$ cat config.mk
export PLATFORM = sky130hd
export DESIGN_NAME = uart_variable_tx
export DESIGN_NICKNAME = d
export VERILOG_FILES = /design/src/rtl/uart_variable_tx_pkg.sv /design/src/rtl/uart_variable_tx.sv
export SDC_FILE = /design/constraint.sdc
export NUM_CORES = 1
export LEC_CHECK = 0
export CAP_MARGIN = 20
export CORE_MARGIN = 4
export CORE_UTILIZATION = 50
export CTS_BUF_LIST = sky130_fd_sc_hd__clkbuf_4 sky130_fd_sc_hd__clkbuf_8
export CTS_CLUSTER_DIAMETER = 50
export DETAILED_ROUTE_END_ITERATION = 10
export PLACE_DENSITY_LB_ADDON = 0.12
export SETUP_SLACK_MARGIN = 0.15
export SYNTH_ARGS = -nofsm -noshare
export SYNTH_HDL_FRONTEND = slang
export SYNTH_SLANG_ARGS = --single-unit
$ cat constraint.sdc
create_clock -name i_Clk -period 6.4 [get_ports i_Clk]
set_input_delay 0.96 -clock i_Clk [delete_from_list [all_inputs] [get_ports i_Clk]]
set_output_delay 0.96 -clock i_Clk [all_outputs]
set_load 0.1 [all_outputs]
$ cat src/rtl/uart_variable_tx_pkg.sv
// Shared UART definitions: state encoding, bit-period width and default baud divisor.
// Used by both the transmitter and the receiver.
package uart_variable_tx_pkg;

  localparam int PERIOD_W = 20;
  localparam int unsigned DEFAULT_PERIOD_C = 217;

  typedef enum logic [1:0] {
    IDLE  = 2'd0,
    START = 2'd1,
    DATA  = 2'd2,
    STOP  = 2'd3
  } tx_state_t;

  // A requested period of zero selects the build-time default divisor.
  function automatic logic [PERIOD_W-1:0] effective_period(
    input logic [PERIOD_W-1:0] req,
    input logic [PERIOD_W-1:0] dflt
  );
    return (req == '0) ? dflt : req;
  endfunction

endpackage

$ cat src/rtl/uart_variable_tx.sv
// 8N1 UART transmitter with a per-frame clocks-per-bit divisor latched at request time.
// All outputs are registered from the next-state values, so the line follows the request by one cycle.
module uart_variable_tx
  import uart_variable_tx_pkg::*;
#(
  parameter int unsigned DEFAULT_PERIOD = DEFAULT_PERIOD_C
) (
  input  logic                i_Clk,
  input  logic                i_Reset,
  input  logic [PERIOD_W-1:0] i_Period,
  input  logic                i_TX_DV,
  input  logic [7:0]          i_TX_Byte,
  output logic                o_TX_Serial,
  output logic                o_TX_Active,
  output logic                o_TX_Done
);

  localparam logic [PERIOD_W-1:0] DEFAULT_P = PERIOD_W'(DEFAULT_PERIOD);

  tx_state_t           state_reg, state_next;
  logic [PERIOD_W-1:0] count_reg, count_next;
  logic [PERIOD_W-1:0] period_reg, period_next;
  logic [2:0]          index_reg, index_next;
  logic [7:0]          data_reg, data_next;
  logic                serial_reg, serial_next;
  logic                active_reg, active_next;
  logic                done_reg, done_next;
  logic                bit_end;

  assign bit_end = (count_reg == period_reg - PERIOD_W'(1));

  always_comb begin
    state_next  = state_reg;
    count_next  = count_reg;
    period_next = period_reg;
    index_next  = index_reg;
    data_next   = data_reg;

    case (state_reg)
      IDLE: begin
        if (i_TX_DV) begin
          state_next  = START;
          data_next   = i_TX_Byte;
          period_next = effective_period(i_Period, DEFAULT_P);
          count_next  = '0;
          index_next  = '0;
        end
      end
      START: begin
        if (bit_end) begin
          state_next = DATA;
          count_next = '0;
        end else begin
          count_next = count_reg + PERIOD_W'(1);
        end
      end
      DATA: begin
        if (bit_end) begin
          count_next = '0;
          index_next = index_reg + 3'd1;
          if (index_reg == 3'd7) state_next = STOP;
        end else begin
          count_next = count_reg + PERIOD_W'(1);
        end
      end
      STOP: begin
        if (bit_end) begin
          state_next = IDLE;
          count_next = '0;
        end else begin
          count_next = count_reg + PERIOD_W'(1);
        end
      end
      default: state_next = IDLE;
    endcase

    // Outputs are precomputed from the state being entered so they register cleanly.
    serial_next = 1'b1;
    case (state_next)
      START:   serial_next = 1'b0;
      DATA:    serial_next = data_next[index_next];
      default: serial_next = 1'b1;
    endcase
    active_next = (state_next != IDLE);
    done_next   = (state_reg == STOP) && (state_next == IDLE);
  end

  always_ff @(posedge i_Clk) begin
    if (i_Reset) begin
      state_reg  <= IDLE;
      count_reg  <= '0;
      period_reg <= '0;
      index_reg  <= '0;
      data_reg   <= '0;
      serial_reg <= 1'b1;
      active_reg <= 1'b0;
      done_reg   <= 1'b0;
    end else begin
      state_reg  <= state_next;
      count_reg  <= count_next;
      period_reg <= period_next;
      index_reg  <= index_next;
      data_reg   <= data_next;
      serial_reg <= serial_next;
      active_reg <= active_next;
      done_reg   <= done_next;
    end
  end

  assign o_TX_Serial = serial_reg;
  assign o_TX_Active = active_reg;
  assign o_TX_Done   = done_reg;

endmodule
==> impl_metrics.json, run 1 <==
{
  "wl_per_cell_um": 14.7,
  "grt_pass1_wl_um": 13100,
  "rows": 29,
  "core_um2": 6420,
  "drtIter0Drc": 137,
  "p_leak_uw": 0.00134,
  "fin_skew_ns": 0.0115,
  "antenna_found_initial": 0,
  "ant_nets": 0,
  "ir_worst_vdd_uv": 138,
  "dieArea_um2": 8100,
  "cts_inserted_buffers": 5,
  "synthesis.nets": 480,
  "crit_fanout": 9,
  "tightest_slew_ns": 1.04,
  "drive_gt1_share_pct": 4.99,
  "cts.sinks": 56,
  "yosysTopAreaCell": "dfxtp_1",
  "synth_area_um2": 3360,
  "hold_buffers": 0,
  "vias_per_cell": 5.88,
  "status": "complete, no violations",
  "h-tree-depth": 2,
  "power_uw": 738,
  "final_util_pct": 58.9,
  "drc": 0,
  "rsz0062_at_grt": "false",
  "drv_slew": 0,
  "cp_data_arrival_time_ns": 4.12,
  "min_path_type": "reg2reg",
  "yosys_warnings": 0,
  "synth_area_per_cell_um2": 7.55,
  "synth_cell_types": 56,
  "synth_top_area_share_pct": 33.4,
  "dr.pass1.iters": 4,
  "globalplace.congestion": 0.887,
  "slew_headroom_pct": 30.9,
  "startpoint_type": "flop",
  "n_antenna_cell": 0,
  "overflow": 0,
  "routed_wl_um": 7930,
  "post_cts.repair.setup_buffers": 0,
  "period_share_pct": 61.5,
  "grt_max_degree": 58,
  "cts_resized": 0,
  "hold_violations": 0,
  "die_h_um": 90.0,
  "ys_seq_area_share_pct": 33.4,
  "nets": 496,
  "tritoncts": "yes",
  "fin_crit_ns": 3.94,
  "max_cap_viol_count": 0,
  "async_flop_share_pct": 0,
  "die_w_um": 90.0,
  "clk_pin_slew_ns": 0.10,
  "end_kind": "flop",
  "place.port_buffers": 33,
  "p_per_area_nw_per_um2": 195,
  "first_global_vias": 2745,
  "clock_path_buffers": 2,
  "vias": 3163,
  "ys_ff_latch": 56,
  "synth_cells": 445,
  "dominantRegCellSynth": "dfxtp_1",
  "yosysMostFrequentCell": "nand2_1",
  "tns_ns": 0,
  "n_fill_cell": 598,
  "cts-root-buf": "clkbuf_8",
  "synth_edf_count": 0,
  "dp_hpwl_um": 5820,
  "pin_count": 34,
  "cp.required_ns": 6.59,
  "whs_ns": 0.460,
  "max_freq_mhz": 254,
  "grtUsageTotal_pct": 19.0,
  "synthTopCellsByArea": "dfxtp_1 33%, a21oi_1 6.9%, nand2_1 6.8%",
  "path_class": "reg2reg",
  "clkLatencyLatePin_ns": 0.30,
  "initial_core_util_pct": 52.3,
  "area_delta_synth_final_pct": 12.5,
  "synth_common_cells": "61 x nand2_1, 56 x dfxtp_1, 46 x a21oi_1",
  "setup_viol": 0
}
layer usage:
metal  wire length (um)  global-route usage, %
met1               4070                   28.1
met3                254                   2.84
met5                  0                      0
met2               3450                   28.8
met4                149                   4.97
stage by stage:
stage | area (um2) | std cells | worst slack (ns)
after global placement | 3680 | 531 | 2.65
after detailed placement | 3680 | 531 | 2.48
after global routing | 3780 | 538 | 2.15
final | 3780 | 538 | 2.46
after floorplan | 3360 | 445 | 2.88
after CTS | 3780 | 538 | 2.48
worst paths after layout:
kind	slack [ns]	startpoint	cells after the start	end
hold / removal	0.46	data_reg[7]	2	data_reg[7]
setup reg to reg	2.46	period_reg[11]	10	o_TX_Serial
setup / recovery	2.46	period_reg[11]	10	o_TX_Serial
hold reg to reg	0.46	data_reg[7]	2	data_reg[7]
cell families (layout without fill, tap and decap cells):
family                   Yosys count  after routing  share of synthesized area, %
AND/OR/NAND/NOR                  209            209                          32.3
AO/OA/AOI/OAI                    108            108                          19.5
flip-flops                        56             56                          33.4
buffers and inverters             37             53                          4.62
XOR/XNOR                          21             21                          5.47
multiplexers                      10             10                          3.20
adder cells (fa/ha/maj)            4              4                          1.49
critical path, cell delays in order (launching register included):
cell and delay (ns):
dfxtp_1 0.41, or4_4 0.59, or3_1 0.43, or4_4 0.45, a21oi_2 0.19, nor2_1 0.10
or4b_1 0.74, mux2_2 0.34, a31oi_1 0.05, nor4b_1 0.47, a211oi_2 0.06
cell usage in the layout (no fill, tap or decap), types with 3 or more instances in the layout:
| cell type | Yosys | final |
|---|---|---|
| a211oi_1 | 5 | 5 |
| a21boi_0 | 3 | 3 |
| a21oi_1 | 46 | 46 |
| a31oi_1 | 6 | 6 |
| and3_1 | 14 | 14 |
| clkbuf_8 | 0 | 7 |
| clkdlybuf4s50_1 | 0 | 32 |
| dfxtp_1 | 56 | 56 |
| ha_1 | 4 | 4 |
| inv_1 | 11 | 11 |
| mux2i_1 | 7 | 7 |
| nand2_1 | 61 | 61 |
| nand2b_1 | 4 | 4 |
| nand3_1 | 14 | 14 |
| nand3b_1 | 7 | 7 |
| nand4b_1 | 4 | 4 |
| nor2_1 | 40 | 40 |
| nor3_1 | 16 | 16 |
| nor3b_1 | 9 | 9 |
| nor4_1 | 12 | 12 |
| o211a_1 | 3 | 3 |
| o21ai_0 | 25 | 25 |
| o31a_1 | 3 | 3 |
| o31ai_1 | 3 | 3 |
| or3_1 | 9 | 9 |
| xnor2_1 | 16 | 16 |
| xor2_1 | 5 | 5 |
cell type report:
cell class | count | area, um2 | share of cell area, %
multi-input combinational | 352 | 2080 | 55.1
sequential | 56 | 1120 | 29.7
timing repair buffer | 35 | 340 | 9.00
clock buffer | 7 | 96.3 | 2.55
tap | 77 | 96.3 | 2.55
inverter | 11 | 41.3 | 1.09
where the power goes:
part | total [uW] | internal [uW] | switching [uW]
sequential | 379 | 362 | 17.2
clock | 206 | 96.7 | 109
combinational | 153 | 66.2 | 87.0
Power figures use the tool's default switching activity.
==> run 2: changes to the inputs <==
==> constraint.sdc (replaced) <==
create_clock -name i_Clk -period 4 [get_ports i_Clk]
set_input_delay 0.6 -clock i_Clk [delete_from_list [all_inputs] [get_ports i_Clk]]
set_output_delay 0.6 -clock i_Clk [all_outputs]
set_load 0.1 [all_outputs]
==> impl_metrics.json, run 2 (synthesis gave the netlist of run 1 again) <==
{
  "dr.pass1.iters": 5,
  "drv_slew": 0,
  "ir_worst_vdd_uv": 205,
  "dp_hpwl_um": 5980,
  "fin_ws_ns": 0.348,
  "hold_violations": 0,
  "cp_data_arrival_time_ns": 3.88,
  "hold_buffers": 0,
  "max_freq_mhz": 274,
  "n_fill_cell": 620,
  "layout_common_cells": "61 x nand2_1, 56 x dfxtp_1, 46 x a21oi_1",
  "dieArea_um2": 8100,
  "tightest_slew_ns": 1.07,
  "final_util_pct": 59.9,
  "end_kind": "flop",
  "place.port_buffers": 33,
  "cts-root-buf": "clkbuf_8",
  "grtUsageTotal_pct": 19.6,
  "cts_inserted_buffers": 5,
  "fin_skew_ns": 0.00418,
  "dp.cells": 536,
  "min_path_type": "reg2reg",
  "drive_gt1_share_pct": 7.04,
  "path_class": "reg2reg",
  "routed_wl_um": 8080,
  "power_uw": 1190,
  "antenna_found_initial": 0,
  "period_share_pct": 91.3,
  "grt_pass1_wl_um": 13400,
  "r2r_cells": 11,
  "p_leak_uw": 0.00138,
  "drc": 0,
  "ant_nets": 0,
  "first_global_vias": 2837,
  "grt_max_degree": 58,
  "die_h_um": 90.0,
  "setup_viol": 0,
  "initial_core_util_pct": 52.3,
  "dpl_worst_slack_ns": 0.247,
  "status": "complete, no violations",
  "r2r_setup_slack_ns": 0.35,
  "clock_path_buffers": 2,
  "p_per_area_nw_per_um2": 310,
  "hold_path_end": "data_reg[7]",
  "crit_fanout": 8,
  "min_delay_path_depth": 2,
  "die_w_um": 90.0,
  "vias_per_cell": 5.90,
  "startpoint_type": "flop",
  "clk_pin_slew_ns": 0.09,
  "rows": 29,
  "rsz0062_at_grt": "false",
  "fin_crit_ns": 3.65,
  "globalplace.congestion": 0.864,
  "core_um2": 6420,
  "r2r-end": "o_TX_Serial",
  "drtIter0Drc": 210,
  "cp.required_ns": 4.23,
  "pin_count": 34,
  "max_cap_viol_count": 0,
  "clkLatencyLatePin_ns": 0.30,
  "h-tree-depth": 2,
  "tritoncts": "yes",
  "area_delta_synth_final_pct": 14.4,
  "min_from": "data_reg[7]",
  "reg2reg_from": "period_reg[11]",
  "wl_per_cell_um": 14.8,
  "instances_no_fill": 546,
  "vias": 3220,
  "slew_headroom_pct": 28.7,
  "n_antenna_cell": 0,
  "cts.sinks": 56,
  "nets": 503,
  "overflow": 0,
  "tns_ns": 0,
  "layout_commonest_cell": "nand2_1"
}
==> run 2: cell count changes in the layout (fill, tap and decap cells not counted) <==
cell      delta
buf_4        +7
clkbuf_4     +2
clkbuf_8     -1
o41ai_1      -1
o41ai_2      +1
or4b_1       -1
or4b_4       +1
==> run 2: layer usage <==
layer / global-route usage [%] / up-vias / share of wire (%)
met2: 31.0 / 82 / 45
li1: - / 1642 / -
met3: 3.09 / 2 / 4.1
met1: 28.5 / 1494 / 51
met5: 0 / - / 0
met4: 3.32 / 0 / 0.32
==> run 2: critical path, stage by stage (launching register included) <==
cell and delay, ns:
dfxtp_1 0.40, or4_4 0.58, or3_1 0.44, or4_4 0.45, a21oi_2 0.16, o211ai_1 0.18, buf_4 0.20, o31a_1 0.30
or3b_2 0.47, a31oi_1 0.18, nor4b_1 0.08, a211oi_2 0.14
==> run 2: worst max path at each step <==
stage | start | endpoint | slack [ns] | cells past startpoint
after global placement | period_reg[11] | o_TX_Serial | 0.31 | 10
after CTS | period_reg[0] | o_TX_Serial | 0.24 | 13
after detailed placement | period_reg[11] | o_TX_Serial | 0.25 | 10
after global routing | period_reg[11] | o_TX_Serial | 0.15 | 11
after floorplan | period_reg[11] | o_TX_Serial | 0.48 | 13
final | period_reg[11] | o_TX_Serial | 0.35 | 11
==> run 2: layout make-up <==
| cell class | instances | area [um2] | area share (%) |
|---|---|---|---|
| Tap cell | 77 | 96.3 | 2.51 |
| Clock buffer | 8 | 97.6 | 2.54 |
| Multi-Input combinational cell | 352 | 2100 | 54.5 |
| Timing Repair Buffer | 42 | 393 | 10.2 |
| Inverter | 11 | 41.3 | 1.07 |
| Sequential cell | 56 | 1120 | 29.2 |
==> run 2: through the flow <==
stage          hold slack [ns]  instance area [um2]
2_1_floorplan            0.432                 3360
3_3_place_gp             0.448                 3720
3_5_place_dp             0.463                 3720
4_1_cts                  0.476                 3820
5_1_grt                  0.501                 3840
6_report                 0.476                 3840
==> run 2: report_power, final <==
| group | total (uW) | internal, uW | switching (uW) |
|---|---|---|---|
| Clock | 327 | 155 | 172 |
| Sequential | 606 | 578 | 27.6 |
| Combinational | 258 | 115 | 143 |
==> run 2: repair_timing <==
item                                    CTS  global route
endpoints found under the setup margin    0             1
resized for setup                         0             2
setup buffers                             0             2
